**src/rtl/nibble_serial_adder_ctrl_pkg.sv**
```systemverilog
// Shared constants for the nibble-serial adder: state encoding, slice width, default size.
// No logic lives here; imported by the interface, adder slice and sequencer.
package serial_add_pkg;

    localparam int NIB_W       = 4;
    localparam int NIBBLES_DEF = 4;

    typedef enum logic [1:0] {
        ST_IDLE = 2'd0,
        ST_RUN  = 2'd1,
        ST_DONE = 2'd2
    } state_e;

    // Index counter is never narrower than one bit, even for a single slice.
    function automatic int idx_width(input int nibbles);
        return (nibbles > 1) ? $clog2(nibbles) : 1;
    endfunction

endpackage

```
**src/rtl/nibble_serial_adder_ctrl_if.sv**
```systemverilog
// Requester-side bundle for the nibble-serial adder: start/operands in, busy/done/result out.
// Optional SERIAL_ADD_SUB_EN adds the sub request bit and the ovf result bit.
interface nibble_serial_adder_ctrl_if
    import serial_add_pkg::*;
#(
    parameter int NIBBLES = NIBBLES_DEF
);
    localparam int W = NIB_W * NIBBLES;

    logic         start;
    logic [W-1:0] A;
    logic [W-1:0] B;
    logic         Cin;
    logic         busy;
    logic         done;
    logic [W-1:0] Sum;
    logic         Cout;
`ifdef SERIAL_ADD_SUB_EN
    logic         sub;
    logic         ovf;

    modport master (output start, A, B, Cin, sub, input busy, done, Sum, Cout, ovf);
    modport slave  (input start, A, B, Cin, sub, output busy, done, Sum, Cout, ovf);
`else
    modport master (output start, A, B, Cin, input busy, done, Sum, Cout);
    modport slave  (input start, A, B, Cin, output busy, done, Sum, Cout);
`endif

endinterface

```
**src/rtl/nibble_serial_adder_ctrl_four_bit_adder.sv**
```systemverilog
// four_bit_adder: purely combinational 4-bit ripple-carry adder, the shared datapath slice.
// Zero latency; no handshake.
module four_bit_adder
    import serial_add_pkg::*;
(
    input  logic [NIB_W-1:0] a_i,
    input  logic [NIB_W-1:0] b_i,
    input  logic             cin_i,
    output logic [NIB_W-1:0] sum_o,
    output logic             cout_o
);

    logic [NIB_W:0] c;

    assign c[0] = cin_i;

    for (genvar i = 0; i < NIB_W; i++) begin : g_bit
        assign sum_o[i] = a_i[i] ^ b_i[i] ^ c[i];
        assign c[i+1]   = (a_i[i] & b_i[i]) | (c[i] & (a_i[i] ^ b_i[i]));
    end

    assign cout_o = c[NIB_W];

endmodule

```
**src/rtl/nibble_serial_adder_ctrl.sv**
```systemverilog
// Wide add through one shared 4-bit adder, one nibble per cycle LSB first; done NIBBLES+1 cycles after start.
// start is ignored (not queued) outside IDLE; SERIAL_ADD_SUB_EN enables subtract and signed overflow.
module nibble_serial_adder_ctrl
    import serial_add_pkg::*;
#(
    parameter int NIBBLES = NIBBLES_DEF
)(
    input  logic                          clk,
    input  logic                          rst_n,
    nibble_serial_adder_ctrl_if.slave     bus
);

    localparam int W     = NIB_W * NIBBLES;
    localparam int IDX_W = idx_width(NIBBLES);
    localparam logic [IDX_W-1:0] IDX_LAST = IDX_W'(NIBBLES - 1);

    state_e           state_q, state_d;
    logic [IDX_W-1:0] idx_q,   idx_d;
    logic [W-1:0]     a_q,     a_d;
    logic [W-1:0]     b_q,     b_d;
    logic             carry_q, carry_d;
    logic [W-1:0]     sum_q,   sum_d;
    logic             cout_q,  cout_d;
`ifdef SERIAL_ADD_SUB_EN
    logic             ovf_q,   ovf_d;
`endif

    logic [NIB_W-1:0] a_nib;
    logic [NIB_W-1:0] b_nib;
    logic [NIB_W-1:0] add_sum;
    logic             add_cout;

    assign a_nib = a_q[idx_q*NIB_W +: NIB_W];
    assign b_nib = b_q[idx_q*NIB_W +: NIB_W];

    four_bit_adder u_adder (
        .a_i    (a_nib),
        .b_i    (b_nib),
        .cin_i  (carry_q),
        .sum_o  (add_sum),
        .cout_o (add_cout)
    );

    always_comb begin
        state_d = state_q;
        idx_d   = idx_q;
        a_d     = a_q;
        b_d     = b_q;
        carry_d = carry_q;
        sum_d   = sum_q;
        cout_d  = cout_q;
`ifdef SERIAL_ADD_SUB_EN
        ovf_d   = ovf_q;
`endif

        unique case (state_q)
            ST_IDLE: begin
                if (bus.start) begin
                    a_d     = bus.A;
                    idx_d   = '0;
                    state_d = ST_RUN;
`ifdef SERIAL_ADD_SUB_EN
                    // Subtract as A + ~B + 1; Cin is deliberately ignored here.
                    b_d     = bus.sub ? ~bus.B : bus.B;
                    carry_d = bus.sub ? 1'b1   : bus.Cin;
`else
                    b_d     = bus.B;
                    carry_d = bus.Cin;
`endif
                end
            end
            ST_RUN: begin
                sum_d[idx_q*NIB_W +: NIB_W] = add_sum;
                carry_d = add_cout;
                if (idx_q == IDX_LAST) begin
                    cout_d  = add_cout;
                    state_d = ST_DONE;
`ifdef SERIAL_ADD_SUB_EN
                    ovf_d   = (a_nib[NIB_W-1] == b_nib[NIB_W-1]) &&
                              (add_sum[NIB_W-1] != a_nib[NIB_W-1]);
`endif
                end else begin
                    idx_d = idx_q + IDX_W'(1);
                end
            end
            ST_DONE: begin
                state_d = ST_IDLE;
            end
            default: begin
                state_d = ST_IDLE;
            end
        endcase
    end

    always_ff @(posedge clk) begin
        if (!rst_n) begin
            state_q <= ST_IDLE;
            idx_q   <= '0;
            a_q     <= '0;
            b_q     <= '0;
            carry_q <= 1'b0;
            sum_q   <= '0;
            cout_q  <= 1'b0;
`ifdef SERIAL_ADD_SUB_EN
            ovf_q   <= 1'b0;
`endif
        end else begin
            state_q <= state_d;
            idx_q   <= idx_d;
            a_q     <= a_d;
            b_q     <= b_d;
            carry_q <= carry_d;
            sum_q   <= sum_d;
            cout_q  <= cout_d;
`ifdef SERIAL_ADD_SUB_EN
            ovf_q   <= ovf_d;
`endif
        end
    end

    assign bus.busy = (state_q == ST_RUN);
    assign bus.done = (state_q == ST_DONE);
    assign bus.Sum  = sum_q;
    assign bus.Cout = cout_q;
`ifdef SERIAL_ADD_SUB_EN
    assign bus.ovf  = ovf_q;
`endif

endmodule
```
**src/flat_wrapper.sv**
```systemverilog
// flat-port wrapper written by rule: the top's interface ports become plain ports
module nibble_serial_adder_ctrl_flat import serial_add_pkg::*;
#(
    parameter int NIBBLES = NIBBLES_DEF
)
  (clk, rst_n, bus_start, bus_A, bus_B, bus_Cin, bus_busy, bus_done, bus_Sum, bus_Cout);
  nibble_serial_adder_ctrl_if #(.NIBBLES(NIBBLES)) bus_i ();
  input  logic clk;
  input  logic rst_n;
  input wire logic [$bits(bus_i.start)-1:0] bus_start;
  input wire logic [$bits(bus_i.A)-1:0] bus_A;
  input wire logic [$bits(bus_i.B)-1:0] bus_B;
  input wire logic [$bits(bus_i.Cin)-1:0] bus_Cin;
  output wire logic [$bits(bus_i.busy)-1:0] bus_busy;
  output wire logic [$bits(bus_i.done)-1:0] bus_done;
  output wire logic [$bits(bus_i.Sum)-1:0] bus_Sum;
  output wire logic [$bits(bus_i.Cout)-1:0] bus_Cout;
  assign bus_i.start = bus_start;
  assign bus_i.A = bus_A;
  assign bus_i.B = bus_B;
  assign bus_i.Cin = bus_Cin;
  assign bus_busy = bus_i.busy;
  assign bus_done = bus_i.done;
  assign bus_Sum = bus_i.Sum;
  assign bus_Cout = bus_i.Cout;
  nibble_serial_adder_ctrl #(.NIBBLES(NIBBLES)) u_core (.clk(clk), .rst_n(rst_n), .bus(bus_i));
endmodule
```
**config.mk**
```make
export PLATFORM = sky130hd
export DESIGN_NAME = nibble_serial_adder_ctrl_flat
export DESIGN_NICKNAME = d
export VERILOG_FILES = /design/src/rtl/nibble_serial_adder_ctrl_pkg.sv /design/src/rtl/nibble_serial_adder_ctrl_if.sv /design/src/rtl/nibble_serial_adder_ctrl_four_bit_adder.sv /design/src/rtl/nibble_serial_adder_ctrl.sv /design/src/flat_wrapper.sv
export SDC_FILE = /design/constraint.sdc
export NUM_CORES = 1
export LEC_CHECK = 0
export ABC_CLOCK_PERIOD_IN_PS = 4600
export CAP_MARGIN = 20
export CORE_MARGIN = 1.5
export CORE_UTILIZATION = 30
export CTS_CLUSTER_SIZE = 16
export DETAILED_ROUTE_END_ITERATION = 6
export HOLD_SLACK_MARGIN = 0.1
export PLACE_DENSITY = 0.5
export SLEW_MARGIN = 10
export SYNTH_ARGS = -nofsm -noshare
export SYNTH_HDL_FRONTEND = slang
export SYNTH_SLANG_ARGS = --single-unit
```
**constraint.sdc**
```tcl
create_clock -name clk -period 4.6 [get_ports clk]
set_input_delay 1.38 -clock clk [delete_from_list [all_inputs] [get_ports clk]]
set_output_delay 1.38 -clock clk [all_outputs]
set_load 0.01 [all_outputs]
```
# After elaboration in Yosys (flattened, before gate mapping)
# Cells that the tools add are included.
[totals] in_bits=36 out_inout_bits=19 elab_cells=55 regBits=54
[classes] n_eq_ne=6 add_sub_neg=2 reduce_logical=7 shifts=4 bitwise_logic=20 muxes=9
[op_table] cell="$neg 4->34" count=1
[op_table] cell="$shift 4x34->16 const A" count=1
[op_table] cell="$shiftx 4x34->16" count=1
[op_table] cell="$shiftx 16x5->4" count=2
[op_table] cell="$bwmux 16" count=1
[op_table] cell="$and 1x1->1" count=8
[op_table] cell="$mux 2" count=4
[op_table] cell="$pmux 2 s2" count=2
[op_table] cell="$reduce_and 2->1" count=4
[op_table] cell="$xor 1x1->1" count=8
[op_table] cell="$eq 2x2->1 const B" count=2
[op_table] cell="$ne 2x2->1 const B" count=2
[op_table] cell="$or 1x1->1" count=4
[op_table] cell="$reduce_and 3->1" count=1
[op_table] cell="$add 2x1->2 const B" count=1
[op_table] cell="$eq 2x1->1 const B" count=1
[op_table] cell="$logic_not 2->1" count=1
[op_table] cell="$ne 2x1->1 const B" count=1
[op_table] cell="$pmux 1 s2" count=1
[op_table] cell="$reduce_bool 2->1" count=1
[op_table] cell="$mux 1" count=1

# Longest topological paths before layout
[logic_depth] depth_word=11 ltp_mapped=8 depth_no_buf=7

# By module
# Synthesis repeated with hierarchy kept, for this count alone.
[hier_totals] hier_cells=267 hier_area_um2=2454.9
[modules_own_cells] mod="nibble_serial_adder_ctrl" cells_per_inst=253 seq_area_each_um2=1081.0 area_per_inst_um2=2337.2 n_inst=1
[modules_own_cells] mod="four_bit_adder" cells_per_inst=14 seq_area_each_um2=0.0 area_per_inst_um2=117.6 n_inst=1

# Worst setup path after synthesis
# Ideal clock, no wire load.
[synth_timing] path_kind="register to register" from="register u_core.idx_q[0]" to="register u_core.sum_q[7], in the netlist u_core.bus.Sum[7]" setup_ps=92 synth_period_minus_slack_ps=3201 arrival_ps=3109 n_path_buf=1 t_required_ps=4508 setup_slack_ps=1399 stages_incl_launch_ff=9 path_cell_list="dfxtp_1 buf_4 mux4_2 fa_1 fa_1 fa_1 fa_1 nand2_1 o32ai_1"
[synth_between] elab_chain_len=11 word_cells_on_any_way=23 cone_classes="add/sub (1); shift (4); mux (1); bitwise (17)"
[synth_rtl] element="start, declared" line="nibble_serial_adder_ctrl.sv:18" text="logic [IDX_W-1:0] idx_q, idx_d;"
[synth_rtl] element="start signal, assigned" line="nibble_serial_adder_ctrl.sv:109" text="idx_q <= idx_d;"
[synth_rtl] element="$shiftx 16x5->4, on equally long branches" line="nibble_serial_adder_ctrl.sv:33, nibble_serial_adder_ctrl.sv:34"
[synth_rtl] element="$xor 1x1->1" line="nibble_serial_adder_ctrl_four_bit_adder.sv:18, nibble_serial_adder_ctrl_four_bit_adder.sv:19"
[synth_rtl] element="$and 1x1->1" line="nibble_serial_adder_ctrl_four_bit_adder.sv:19" text="assign c[i+1] = (a_i[i] & b_i[i]) | (c[i] & (a_i[i] ^ b_i[i]));"
[synth_rtl] element="$or 1x1->1" line="nibble_serial_adder_ctrl_four_bit_adder.sv:19"
[synth_rtl] element="$and 1x1->1" line="nibble_serial_adder_ctrl_four_bit_adder.sv:19"
[synth_rtl] element="$or 1x1->1" line="nibble_serial_adder_ctrl_four_bit_adder.sv:19"
[synth_rtl] element="$and 1x1->1" line="nibble_serial_adder_ctrl_four_bit_adder.sv:19"
[synth_rtl] element="$or 1x1->1" line="nibble_serial_adder_ctrl_four_bit_adder.sv:19"
[synth_rtl] element="$xor 1x1->1" line="nibble_serial_adder_ctrl_four_bit_adder.sv:18" text="assign sum_o[i] = a_i[i] ^ b_i[i] ^ c[i];"
[synth_rtl] element="$shiftx 4x34->16" line="nibble_serial_adder_ctrl.sv:73" text="sum_d[idx_q*NIB_W +: NIB_W] = add_sum;"
[synth_rtl] element="$bwmux 16 (*)" line="nibble_serial_adder_ctrl.sv:73"
[synth_rtl] element="end signal, assigned" line="nibble_serial_adder_ctrl.sv:113" text="sum_q <= sum_d;"
[synth_rtl] element="end, declared" line="nibble_serial_adder_ctrl.sv:22" text="logic [W-1:0] sum_q, sum_d;"
# Mark *: on every way between the ends. The rest lies on a longest branch, timed or not.
# A chain may end at the register's enable or synchronous reset.

# Worst setup path after layout
# Same ends and word-level chain as after synthesis.

==> out/qor.yml <==
outcome:
  status: "complete, no violations"
timing:
  max_slew.worst_pin.slew_ns: 0.947
  slew_viol_final: 0
  period_needed_ns: 3.64
  setup-tns-final_ns: 0
  hold_viol: 0
  finalCritPeriodShare: 0.792
  upper_clock_frequency_limit_mhz: 274
  final-setup-viol-count: 0
  unrepaired_setup_endpoints_after_global_routing: "no"
  final.setup_skew_ns: 0.00787
  timing.max_slew.rel_slack: 0.367
synth:
  synthDominantAreaCellType: "dfxtp_1"
  post_synth_instance_area_um2: 2400
  synth.lib_cells_used.distinct: 29
  synthesis.nets: 301
  netlist_top_cells_count: "82 x nand2_1, 54 x dfxtp_1, 33 x a21boi_0"
  share_of_synthesized_flip_flops_with_an_asynchronous_set_or_reset: 0
  number_of_standard_cells_after_synthesis: 255
  post_synth_main_area_contributors: "dfxtp_1 45%, nand2_1 13%, a21boi_0 10%, mux4_2 7.5%, fa_1 3.3%"
  post_synth.cell_area_avg_um2: 9.42
  synth_edf_count: 0
  yosys_most_used_dff: "dfxtp_1"
  ys_seq_elements: 54
  post-synth-top-area-fraction: 0.450
  fraction_of_the_yosys_area_taken_by_sequential_cells: 0.450
  yosysMostFrequentCell: "nand2_1"
  synth.yosys.warnings: 0
global_routing:
  grt_pass1_wl_um: 8940
  grt_util_met3: 0.0320
  via_count_of_the_first_global_routing_pass: 1852
  grt_start_max_net_pins: 34
  global_route.peak_usage_layer: "met2"
  grt.met2_usage: 0.207
  global_route.overflow_total: 0
  grt.met1_usage: 0.182
  grt_usage: 0.134
  antenna_found_initial: 0
route:
  drt-vias-per-instance: 4.66
  drc: 0
  final_antenna_net_count: 0
  route.final.wire_length_um: 5360
  num_vias: 1887
  drt_first_iter_violations: 92
  routedWlPerCell_um: 13.2
  first_pass_iters: 4
clocking:
  total_cts_buffers: 5
  clkSinkCount: 54
  tritoncts: "built"
  max-clock-path-buffers: 2
  clock_tree.htree_level_count: 2
  post_cts_hold_buffer_count: 0
  cts_clk_pin_slew_worst_paths_ns: 0.09
  postCtsSetupBuffers: 0
  clock-root-buffer: "clkbuf_8"
  post_cts.resized_instances: 0
  clock_latency_ns: 0.31
pwr:
  p_int_mw: 0.685
  power-per-cell-area_nw_per_um2: 295
  pwr-share-clk: 0.295
  p_comb_frac: 0.153
  power.leakage_nw: 1.12
  switchingPower_mw: 0.235
  seqPwrFrac: 0.552
  power_switching_share: 0.255
  worst_ir_drop_vdd_mv: 0.157
run:
  drv.max_cap_violation_count: 0
final_layout:
  final_core_util: 0.403
  fill_cells: 804
  fin_cells: 405
  design.final.nets: 348
  count_of_antenna_diodes_in_the_layout: 0
  post_route_cells_drive_above_1_share: 0.0726
  area_growth_pct: 29.7
setup_path:
  critPathArrivalTime_ns: 3.87
  path_type_of_the_worst_setup_path: "reg2reg"
  critical_path_peak_fanout: 15
  nature_of_the_critical_path_endpoint: "flip-flop"
  worst_ep_required_time_ns: 4.82
  critical_path.reg2reg.startpoint: "u_core.idx_q[0]"
  critical_path.startpoint_type: "flip-flop"
  crit_path_start: "u_core.idx_q[0]"
floorplan:
  floorplan.die.width_um: 92.5
  dieHeight_um: 92.5
  core_region_area_um2: 7730
  boundaryPins: 55
  placementRows: 32
  initial_utilization: 0.311
  design.die.area_um2: 8550
placed_design:
  portBuffers: 54
  dp.cells: 397
  dpl.hpwl_um: 3940
  finalWeightedCongestion: 0.742
worst_hold_path:
  worstHoldPathType: "reg2reg"
  timing.hold.worst.start: "u_core.bus.Sum[10]"
[logic make-up (layout without fill, tap and decap cells)]
logic type	count (synthesis)	after routing	share of synthesized area
adders and majority gates	10	10	0.0646
DFF	54	54	0.450
AOI/OAI and AO/OA	55	55	0.176
and+or+nand+nor	106	106	0.195
buffers and inverters	22	70	0.0391
muxes	8	8	0.0750
[worst max-delay path, stage by stage, from the launching register on]
cell and delay [ns]:
dfxtp_1 0.83, mux4_2 0.62, fa_1 0.43, fa_1 0.39, fa_1 0.39, fa_1 0.51, nand2_1 0.10, o32ai_1 0.29
[stage by stage]
step / cell area, um2 / power [mW] / hold WS (ns) / worst slack, ns
after global placement: 3020 / 0.662 / 0.452 / 0.977
after detailed placement: 3020 / 0.662 / 0.456 / 0.939
after floorplan: 2400 / 0.598 / 0.440 / 1.40
after CTS: 3120 / 0.934 / 0.471 / 0.911
after global routing: 3120 / 0.970 / 0.495 / 0.684
final: 3120 / 0.920 / 0.464 / 0.955
[final timing paths]
check / slack, ns / to / cells after the start
worst max-delay path: 0.96 / u_core.bus.Sum[7] / 7
worst min register to register: 0.46 / u_core.bus.Sum[10] / 2
worst min-delay path: 0.46 / u_core.bus.Sum[10] / 2
worst max register to register: 0.96 / u_core.bus.Sum[7] / 7
[flip-flops by register name, summed over array words and instances (netlist names)]
signal           flops
u_core.a_q          16
u_core.bus.Sum      16
u_core.b_q          16
u_core.idx_q         2
u_core.carry_q       1
u_core.bus.Cout      1
u_core.state_q       2
[layer usage]
layer	vias to the layer above	wire length [um]
met2	39	2430
li1	967	-
met5	-	0
met1	874	2610
met3	7	230
met4	0	81
[layout by cell type, fill, tap and decap left out, drive strengths merged, types with 2 or more instances in the layout]
master,netlist,final
a21boi,33,33
a31o,2,2
a32oi,4,4
and2,3,3
and3,4,4
buf,7,3
clkbuf,10,7
clkdlybuf4s50,0,54
dfxtp,54,54
fa,4,4
ha,6,6
inv,5,5
mux4,8,8
nand2,82,82
nand2b,3,3
nor2,2,2
nor2b,5,5
nor3b,2,2
o22ai,5,5
o32ai,8,8
[area by class of cell]
cell class / instances / area, um2 / share of cell area
clock inverter: 1 / 5.00 / 0.00161
sequential: 54 / 1080 / 0.347
timing repair buffer: 57 / 563 / 0.181
multi-input combinational: 179 / 1230 / 0.396
tap: 102 / 128 / 0.0410
clock buffer: 7 / 86.3 / 0.0277
inverter: 5 / 18.8 / 0.00602
[power groups by stage]
stage          Combinational (mW)  Sequential, mW  Clock, mW
6_report                    0.141           0.507      0.271
4_1_cts                     0.144           0.508      0.282
3_5_place_dp                0.143           0.519          0
2_1_floorplan              0.0878           0.510          0
3_3_place_gp                0.143           0.519          0
5_1_grt                     0.158           0.512      0.300
No activity file was read; power rests on OpenSTA's default activity.
